<file path="config.mk">
export PLATFORM = sky130hd
export DESIGN_NAME = vga_timing_gen_flat
export DESIGN_NICKNAME = d
export VERILOG_FILES = /design/src/rtl/vga_pkg.sv /design/src/rtl/vga_timing_gen_if.sv /design/src/rtl/vga_axis_counter.sv /design/src/rtl/vga_timing_gen.sv /design/src/flat_wrapper.sv
export SDC_FILE = /design/constraint.sdc
export NUM_CORES = 1
export LEC_CHECK = 0
export CAP_MARGIN = 40
export CORE_AREA = 2 2 65 67
export CTS_CLUSTER_DIAMETER = 80
export CTS_CLUSTER_SIZE = 10
export DETAILED_ROUTE_END_ITERATION = 16
export DIE_AREA = 0 0 67 69
export PLACE_DENSITY = 0.77
export SYNTH_ARGS = -nofsm -noshare
export SYNTH_HDL_FRONTEND = slang
export SYNTH_SLANG_ARGS = --single-unit
</file>
<file path="constraint.sdc">
create_clock -name clk_i -period 2.4 [get_ports clk_i]
set_input_delay 0.48 -clock clk_i [delete_from_list [all_inputs] [get_ports clk_i]]
set_output_delay 0.48 -clock clk_i [all_outputs]
set_load 0.05 [all_outputs]
</file>
<file path="src/rtl/vga_pkg.sv">
// Shared 640x480@60 timing constants, coordinate types and the registered
// sync/active control bundle used by the raster timing generator.
package vga_pkg;

    localparam int H_ACTIVE = 640;
    localparam int H_FP     = 16;
    localparam int H_SYNC   = 96;
    localparam int H_BP     = 48;
    localparam int V_ACTIVE = 480;
    localparam int V_FP     = 10;
    localparam int V_SYNC   = 2;
    localparam int V_BP     = 33;

    localparam int H_TOTAL = H_ACTIVE + H_FP + H_SYNC + H_BP;
    localparam int V_TOTAL = V_ACTIVE + V_FP + V_SYNC + V_BP;
    localparam int HW      = $clog2(H_TOTAL);
    localparam int VW      = $clog2(V_TOTAL);

    typedef logic [HW-1:0] vga_x_t;
    typedef logic [VW-1:0] vga_y_t;

    typedef struct packed {
        logic hsync;
        logic vsync;
        logic active;
    } vga_ctrl_t;

    // Pin level for a sync: neg=1 makes an asserted sync drive low.
    function automatic logic sync_level(input logic act, input logic neg);
        return act ^ neg;
    endfunction

endpackage

</file>
<file path="src/rtl/vga_timing_gen_if.sv">
// Video timing bundle from the raster generator to the pixel source / DAC.
// Colour signals exist only when VGA_TEST_PATTERN_EN is defined.
interface vga_timing_gen_if #(
    parameter int HW = vga_pkg::HW,
    parameter int VW = vga_pkg::VW
);
    logic          hsync_o;
    logic          vsync_o;
    logic          active_video_o;
    logic [HW-1:0] pixel_x_o;
    logic [VW-1:0] pixel_y_o;
    logic          line_start_o;
    logic          frame_start_o;
`ifdef VGA_TEST_PATTERN_EN
    logic [3:0]    r_o;
    logic [3:0]    g_o;
    logic [3:0]    b_o;

    modport master (output hsync_o, vsync_o, active_video_o, pixel_x_o, pixel_y_o,
                    line_start_o, frame_start_o, r_o, g_o, b_o);
    modport slave  (input  hsync_o, vsync_o, active_video_o, pixel_x_o, pixel_y_o,
                    line_start_o, frame_start_o, r_o, g_o, b_o);
`else
    modport master (output hsync_o, vsync_o, active_video_o, pixel_x_o, pixel_y_o,
                    line_start_o, frame_start_o);
    modport slave  (input  hsync_o, vsync_o, active_video_o, pixel_x_o, pixel_y_o,
                    line_start_o, frame_start_o);
`endif
endinterface

</file>
<file path="src/rtl/vga_axis_counter.sv">
// One raster axis: wrapping position counter plus combinational decode of the
// active region and the (polarity-free) sync window for the current count.
module vga_axis_counter #(
    parameter  int ACTIVE = 640,
    parameter  int FP     = 16,
    parameter  int SYNC   = 96,
    parameter  int BP     = 48,
    localparam int TOTAL  = ACTIVE + FP + SYNC + BP,
    localparam int W      = $clog2(TOTAL)
) (
    input  logic         clk_i,
    input  logic         rst_ni,
    input  logic         inc_i,
    input  logic         wrap_en_i,
    output logic [W-1:0] count_o,
    output logic         wrap_o,
    output logic         active_o,
    output logic         sync_o
);

    localparam logic [W-1:0] LAST     = W'(TOTAL - 1);
    localparam logic [W-1:0] ACT_END  = W'(ACTIVE);
    localparam logic [W-1:0] SYNC_BEG = W'(ACTIVE + FP);
    localparam logic [W-1:0] SYNC_END = W'(ACTIVE + FP + SYNC);

    logic [W-1:0] count_q, count_d;

    // The last count is the only wrap point; without wrap_en_i it parks there.
    always_comb begin
        count_d = count_q;
        wrap_o  = inc_i && (count_q == LAST);
        if (inc_i) begin
            if (count_q != LAST) begin
                count_d = count_q + W'(1);
            end else if (wrap_en_i) begin
                count_d = '0;
            end
        end
    end

    always_ff @(posedge clk_i or negedge rst_ni) begin
        if (!rst_ni) begin
            count_q <= '0;
        end else begin
            count_q <= count_d;
        end
    end

    assign count_o  = count_q;
    assign active_o = (count_q < ACT_END);
    assign sync_o   = (count_q >= SYNC_BEG) && (count_q < SYNC_END);

endmodule

</file>
<file path="src/rtl/vga_timing_gen.sv">
// Raster timing generator: H/V counters decoded into registered syncs, active
// video, coordinates and start pulses. VGA_TEST_PATTERN_EN adds colour bars.
module vga_timing_gen #(
    parameter int H_ACTIVE = vga_pkg::H_ACTIVE,
    parameter int H_FP     = vga_pkg::H_FP,
    parameter int H_SYNC   = vga_pkg::H_SYNC,
    parameter int H_BP     = vga_pkg::H_BP,
    parameter int V_ACTIVE = vga_pkg::V_ACTIVE,
    parameter int V_FP     = vga_pkg::V_FP,
    parameter int V_SYNC   = vga_pkg::V_SYNC,
    parameter int V_BP     = vga_pkg::V_BP,
    parameter bit SYNC_NEG = 1'b1
) (
    input  logic                clk_i,
    input  logic                rst_ni,
    input  logic                enable_i,
    vga_timing_gen_if.master    vga
);
    import vga_pkg::*;

    localparam int H_TOTAL = H_ACTIVE + H_FP + H_SYNC + H_BP;
    localparam int V_TOTAL = V_ACTIVE + V_FP + V_SYNC + V_BP;
    localparam int HW      = $clog2(H_TOTAL);
    localparam int VW      = $clog2(V_TOTAL);
    localparam vga_ctrl_t CTRL_IDLE = '{hsync: SYNC_NEG, vsync: SYNC_NEG, active: 1'b0};

    logic [HW-1:0] h_cnt;
    logic [VW-1:0] v_cnt;
    logic          h_wrap, h_act, h_sync;
    logic          v_wrap, v_act, v_sync;

    vga_axis_counter #(.ACTIVE(H_ACTIVE), .FP(H_FP), .SYNC(H_SYNC), .BP(H_BP)) u_h_axis (
        .clk_i    (clk_i),
        .rst_ni   (rst_ni),
        .inc_i    (enable_i),
        .wrap_en_i(1'b1),
        .count_o  (h_cnt),
        .wrap_o   (h_wrap),
        .active_o (h_act),
        .sync_o   (h_sync)
    );

    // Stepping V only on the H wrap keeps vsync edges aligned to line starts.
    vga_axis_counter #(.ACTIVE(V_ACTIVE), .FP(V_FP), .SYNC(V_SYNC), .BP(V_BP)) u_v_axis (
        .clk_i    (clk_i),
        .rst_ni   (rst_ni),
        .inc_i    (h_wrap),
        .wrap_en_i(1'b1),
        .count_o  (v_cnt),
        .wrap_o   (v_wrap),
        .active_o (v_act),
        .sync_o   (v_sync)
    );

    v_wrap_needs_h_wrap: assert property (@(posedge clk_i) disable iff (!rst_ni) v_wrap |-> h_wrap);

    vga_ctrl_t     ctrl_q, ctrl_d;
    logic [HW-1:0] x_q, x_d;
    logic [VW-1:0] y_q, y_d;
    logic          line_start_q, line_start_d;
    logic          frame_start_q, frame_start_d;

    // Disabled: syncs idle and pulses drop while coordinates hold the last shown position.
    always_comb begin
        ctrl_d.hsync  = sync_level(enable_i & h_sync, SYNC_NEG);
        ctrl_d.vsync  = sync_level(enable_i & v_sync, SYNC_NEG);
        ctrl_d.active = enable_i & h_act & v_act;
        x_d           = enable_i ? h_cnt : x_q;
        y_d           = enable_i ? v_cnt : y_q;
        line_start_d  = enable_i && (h_cnt == '0);
        frame_start_d = line_start_d && (v_cnt == '0);
    end

    always_ff @(posedge clk_i or negedge rst_ni) begin
        if (!rst_ni) begin
            ctrl_q        <= CTRL_IDLE;
            x_q           <= '0;
            y_q           <= '0;
            line_start_q  <= 1'b0;
            frame_start_q <= 1'b0;
        end else begin
            ctrl_q        <= ctrl_d;
            x_q           <= x_d;
            y_q           <= y_d;
            line_start_q  <= line_start_d;
            frame_start_q <= frame_start_d;
        end
    end

    assign vga.hsync_o        = ctrl_q.hsync;
    assign vga.vsync_o        = ctrl_q.vsync;
    assign vga.active_video_o = ctrl_q.active;
    assign vga.pixel_x_o      = x_q;
    assign vga.pixel_y_o      = y_q;
    assign vga.line_start_o   = line_start_q;
    assign vga.frame_start_o  = frame_start_q;

`ifdef VGA_TEST_PATTERN_EN
    localparam int BAR_W = H_ACTIVE / 8;

    logic [2:0]  bar;
    logic [11:0] rgb_q, rgb_d;

    always_comb begin
        bar = '0;
        for (int k = 1; k < 8; k++) begin
            if (h_cnt >= HW'(k * BAR_W)) bar = 3'(k);
        end
        rgb_d = '0;
        if (ctrl_d.active) begin
            rgb_d = {{4{bar[2]}}, {4{bar[1]}}, {4{bar[0]}}};
        end
    end

    always_ff @(posedge clk_i or negedge rst_ni) begin
        if (!rst_ni) begin
            rgb_q <= '0;
        end else begin
            rgb_q <= rgb_d;
        end
    end

    assign vga.r_o = rgb_q[11:8];
    assign vga.g_o = rgb_q[7:4];
    assign vga.b_o = rgb_q[3:0];
`endif

endmodule

</file>
<file path="src/flat_wrapper.sv">
// flat-port wrapper written by rule: the top's interface ports become plain ports
module vga_timing_gen_flat import vga_pkg::*;
#(
    parameter int H_ACTIVE = vga_pkg::H_ACTIVE,
    parameter int H_FP     = vga_pkg::H_FP,
    parameter int H_SYNC   = vga_pkg::H_SYNC,
    parameter int H_BP     = vga_pkg::H_BP,
    parameter int V_ACTIVE = vga_pkg::V_ACTIVE,
    parameter int V_FP     = vga_pkg::V_FP,
    parameter int V_SYNC   = vga_pkg::V_SYNC,
    parameter int V_BP     = vga_pkg::V_BP,
    parameter bit SYNC_NEG = 1'b1
)
  (clk_i, rst_ni, enable_i, vga_hsync_o, vga_vsync_o, vga_active_video_o, vga_pixel_x_o, vga_pixel_y_o, vga_line_start_o, vga_frame_start_o);
  vga_timing_gen_if #(.HW(HW), .VW(VW)) vga_i ();
  input  logic clk_i;
  input  logic rst_ni;
  input  logic enable_i;
  output wire logic [$bits(vga_i.hsync_o)-1:0] vga_hsync_o;
  output wire logic [$bits(vga_i.vsync_o)-1:0] vga_vsync_o;
  output wire logic [$bits(vga_i.active_video_o)-1:0] vga_active_video_o;
  output wire logic [$bits(vga_i.pixel_x_o)-1:0] vga_pixel_x_o;
  output wire logic [$bits(vga_i.pixel_y_o)-1:0] vga_pixel_y_o;
  output wire logic [$bits(vga_i.line_start_o)-1:0] vga_line_start_o;
  output wire logic [$bits(vga_i.frame_start_o)-1:0] vga_frame_start_o;
  assign vga_hsync_o = vga_i.hsync_o;
  assign vga_vsync_o = vga_i.vsync_o;
  assign vga_active_video_o = vga_i.active_video_o;
  assign vga_pixel_x_o = vga_i.pixel_x_o;
  assign vga_pixel_y_o = vga_i.pixel_y_o;
  assign vga_line_start_o = vga_i.line_start_o;
  assign vga_frame_start_o = vga_i.frame_start_o;
  vga_timing_gen #(.H_ACTIVE(H_ACTIVE), .H_FP(H_FP), .H_SYNC(H_SYNC), .H_BP(H_BP), .V_ACTIVE(V_ACTIVE), .V_FP(V_FP), .V_SYNC(V_SYNC), .V_BP(V_BP), .SYNC_NEG(SYNC_NEG)) u_core (.clk_i(clk_i), .rst_ni(rst_ni), .enable_i(enable_i), .vga(vga_i));
endmodule
</file>
* Yosys cells after proc, flatten, opt, wreduce, memory -nomap -nowiden
Index checks and enable logic that the tools add are counted. Widths: inputs -> output; s select.
Operators by class: $add $sub $neg 2, order comparisons 6, equality and inequality tests 3, muxes and demuxes 2, bitwise operators 6, reductions and logical operators 7
Operators with widths (count):
- $add 10x1->10 const B | 2
- $logic_not 10->1 | 2
- $lt 10x10->1 const B | 2
- $lt 10x9->1 const B | 2
- $mux 10 | 2
- $ne 10x10->1 const B | 2
- $eq 10x10->1 const B | 1
- $ge 10x10->1 const B | 1
- $ge 10x9->1 const B | 1
- $logic_and 1x1->1 | 5
- $and 1x1->1 | 4
- $not 1->1 | 2
Word-level totals: bits in registers 45

* Depth between registers and ports, before layout
depth after elaboration 4, gate-level depth with buffers 6

* Modules after synthesis
From an unflattened synthesis, not the netlist that was laid out.
Unflattened totals: cell total of the unflattened synthesis 182, area total of the unflattened synthesis 2154.6 um2
By module, submodules not included:
- vga_timing_gen | instances 1, cells an instance 60, area an instance 945.9 um2, sequential area each 628.1 um2
- vga_axis_counter at u_core.u_h_axis | instances 1, cells an instance 62, area an instance 625.6 um2, sequential area each 250.2 um2
- vga_axis_counter at u_core.u_v_axis | instances 1, cells an instance 60, area an instance 583.1 um2, sequential area each 250.2 um2

* Worst setup path before layout
No wires, ideal clock.
path type input to register, start input port enable_i, end register u_core.u_v_axis.count_q[9] (netlist: u_core.u_v_axis.count_o[9]), setup time 0.143 ns, data arrival time 1.726 ns, slack 0.531 ns, stages on the path 6, buffers on the path 2, path through clkbuf_1 nand4_4 or3_4 buf_6 o41ai_2 a22oi_1
Between the ends: longest elaborated chain between the ends 1
RTL lines:
- start: declaration | RTL line flat_wrapper.sv:18 | input logic enable_i;
- $logic_and 1x1->1 | RTL line vga_axis_counter.sv:31 | wrap_o = inc_i && (count_q == LAST);
- end signal: assignment | RTL line vga_axis_counter.sv:45 | count_q <= count_d;
- end: declaration | RTL line vga_axis_counter.sv:26 | logic [W-1:0] count_q, count_d;
Every way passes these cells. A chain may end at the register's enable or synchronous reset.

* Worst setup path after layout
start register u_core.ctrl_q, in the netlist u_core.vga.hsync_o, end output port vga_hsync_o
RTL lines:
- start: declaration | RTL line vga_timing_gen.sv:57 | vga_ctrl_t ctrl_q, ctrl_d;
- start signal: assignment | RTL line vga_timing_gen.sv:82 | ctrl_q <= ctrl_d;
- end: declaration | RTL line flat_wrapper.sv:19 | output wire logic [$bits(vga_i.hsync_o)-1:0] vga_hsync_o;
No word-level cell between the ends.

==> flow_summary_export.csv <==
group,metric,value,unit
layout,fin_nets,201,
min_path,min_path_type,"input port to asynchronous set/reset pin",
die,ios,28,
place,port_buffers,27,
layout,multi_input_area,862,sq um
die,core-area,0.00391,sq mm
place,globalplace.congestion,0.815,
power,leakagePower,1.11,nW
setup_path,critPathLaunchType,"flop",
drt,drt_iter0_markers,67,
power,switchingPower,0.628,mW
grt,grt_max_degree,33,
setup_path,path_buf_inv,1,
timing,clock_skew,0.00640,ns
timing,max_freq,479,MHz
logic_synthesis,syn_inst,164,
layout,nFillCells,331,
cts,clk_latency,0.29,ns
die,fp.dieW,67,um
layout,fin_cells,245,
cts,cts_resized,0,
logic_synthesis,yosysTopAreaCellShare,0.523,
setup_path,end_kind,"primary output",
logic_synthesis,synth_edf_count,0,
logic_synthesis,syn_area_per_cell,12.5,sq um
timing,fin_setup_tns,0,ns
cts,cts_root_buf,"clkbuf_8",
setup_path,slowest_delay,0.79,ns
power,fin_total_pwr,1.88,mW
cts,path_clk_slew,0.08,ns
timing,whs,0.179,ns
flow_run,cap_violations,0,
logic_synthesis,synthTopCellsByArea,"dfrtp_1 52%, mux2_2 12%, dfstp_2 2.6%",
cts,cts_tree,"yes",
timing,finalMaxSlewViolations,0,
logic_synthesis,synth_cell_types,42,
place,dp_cells,237,
setup_path,cpMaxStageDelayCell,"clkdlybuf4s50_1",
timing,min_period,2.09,ns
die,initial_core_util,0.525,
setup_path,worstPathRequired,1.92,ns
setup_path,crit_arrival,1.61,ns
layout,diodes,0,
grt,antenna_found_initial,0,
die,die_area,0.00462,sq mm
drt,drc,0,
die,die_height,69,um
timing,hold_violations,0,
cts,cts_buffers,5,
power,clkPwrFrac,0.251,
grt,grt_use_total,0.188,
setup_path,crit_type,"flop to primary output",
logic_synthesis,yosysTopAreaCell,"dfrtp_1",
run_status,status,"finished, final reports clean",
logic_synthesis,synthArstFlopShare,1.00,
drt,viasPerCell,5.64,
timing,tightest_slew,0.574,ns
drt,vias,1383,
layout,final_common_cell,"dfrtp_1",
cts,clkSinkCount,45,
timing,rsz0062_at_grt,"false",
place,hpwl,2710,um
layout,seqCellArea,0.00113,sq mm
setup_path,worstPathMaxFanout,1,
power,p_comb_frac,0.244,
timing,setup_ws,0.312,ns
place,pre_cts_ws,0.229,ns
cts,postCtsSetupBuffers,0,
timing,setup_viol,0,
drt,routed_wl,3850,um
drt,avgRoutedWirePerCell,15.7,um
cts,hold_buffers,0,
timing,fin_crit_sh,0.870,
die,rows,23,
logic_synthesis,syn_area,0.00206,sq mm
grt,grt_remaining_overflow,0,
setup_path,critPathTopFamily,"buffers and inverters",
power,powerDensity,766,mW/mm^2
power,seqPwrFrac,0.506,
logic_synthesis,seq_area_frac_synth,0.549,
logic_synthesis,yosysWarnings,0,
power,internal-power,1.25,mW
grt,grt_first_pass_wirelength,6560,um
power,switching_share,0.333,
logic_synthesis,synth_seq_cells,45,
layout,syn2layout_area_growth,19.5,%
logic_synthesis,synth_nets,171,
cts,htreeDepth,2,
layout,mostFrequentLayoutCells,"43 x dfrtp_1, 26 x clkdlybuf4s50_1, 21 x mux2_2, 9 x nand2_1",
drt,final_antenna_net_count,0,
cts,cts_buffer_depth,2,
drt,drtPass1Iterations,4,
timing,relSlewSlack,0.618,
layout,drive_above_1_share,0.215,
setup_path,crit_path_cell_trace,"clkdlybuf4s50_1",
power,vdd_drop_max,0.000572,V
grt,grt_pass1_vias,1389,
logic_synthesis,synthFlopType,"dfrtp_1",
-- synthesized netlist by cell type (2+ instances only) --
| master | count |
|---|---|
| dfrtp_1 | 43 |
| mux2_2 | 21 |
| nand2_1 | 9 |
| nand4_1 | 6 |
| xnor2_1 | 6 |
| and3_1 | 5 |
| clkbuf_1 | 5 |
| inv_1 | 5 |
| nand3_1 | 5 |
| nor2_1 | 5 |
| o21ai_0 | 5 |
| and4_1 | 4 |
| ha_1 | 4 |
| nor3_1 | 4 |
| xor2_1 | 4 |
| a21o_1 | 2 |
| buf_6 | 2 |
| dfstp_2 | 2 |
| nand4b_1 | 2 |
| nor2b_1 | 2 |
| nor4b_1 | 2 |
-- metal layers --
layer  up-vias  GRT usage  wire length [um]
met2        32      0.298              1970
met3         8     0.0457               126
met4         0      0.102               107
met5         -          0                 0
met1       694      0.232              1650
li1        649          -                 -
-- cells by family (layout without fill, tap and decap cells) --
family | count (synthesis) | after routing | share of synthesized area
AO/OA/AOI/OAI | 16 | 16 | 0.0584
XOR/XNOR | 10 | 10 | 0.0426
adder cells (fa/ha/maj) | 4 | 4 | 0.0243
buffers and inverters | 13 | 44 | 0.0316
flip-flops | 45 | 45 | 0.549
multiplexers | 21 | 21 | 0.115
AND/OR/NAND/NOR | 55 | 55 | 0.179
-- area by class of cell --
cell class	instances	share of cell area
timing repair buffer	31	0.120
clock buffer	8	0.0367
inverter	5	0.00764
tap	50	0.0255
sequential	45	0.459
multi-input combinational	106	0.351
-- flip-flops by register name, summed over array words and instances (netlist names) --
signal,flops
u_core.u_h_axis.count_o,10
u_core.u_v_axis.count_o,10
u_core.vga.pixel_x_o,10
u_core.vga.pixel_y_o,10
u_core.vga.active_video_o,1
u_core.vga.frame_start_o,1
u_core.vga.hsync_o,1
u_core.vga.line_start_o,1
u_core.vga.vsync_o,1
-- path summary, 6_finish.rpt --
kind                                             from                         end  slack, ns  depth (start not counted)
max                                u_core.vga.hsync_o                 vga_hsync_o       0.31                          1
min                                            rst_ni  u_core.u_v_axis.count_o[4]       0.18                          1
max reg2reg                u_core.u_h_axis.count_o[0]  u_core.u_v_axis.count_o[9]       0.58                          5
min reg2reg                   u_core.vga.pixel_y_o[9]     u_core.vga.pixel_y_o[9]       0.51                          1
max in group asynchronous                      rst_ni  u_core.u_h_axis.count_o[5]       1.65                          2
min in group clk_i            u_core.vga.pixel_y_o[9]     u_core.vga.pixel_y_o[9]       0.51                          1
-- metrics by stage --
stage,utilization,cell area (sq um)
after floorplan,-,2060
after global placement,0.605,2370
after detailed placement,0.605,2370
after CTS,0.628,2460
after global routing,0.628,2460
final,0.628,2460
-- power groups by stage --
stage,logic [mW],clock network (mW),registers [mW]
4_1_cts,0.464,0.490,0.953
2_1_floorplan,0.188,0,1.09
6_report,0.458,0.472,0.952
3_3_place_gp,0.453,0,0.959
5_1_grt,0.488,0.514,0.969
3_5_place_dp,0.462,0,0.966
Note: power is estimated with default switching activity, not from simulation.
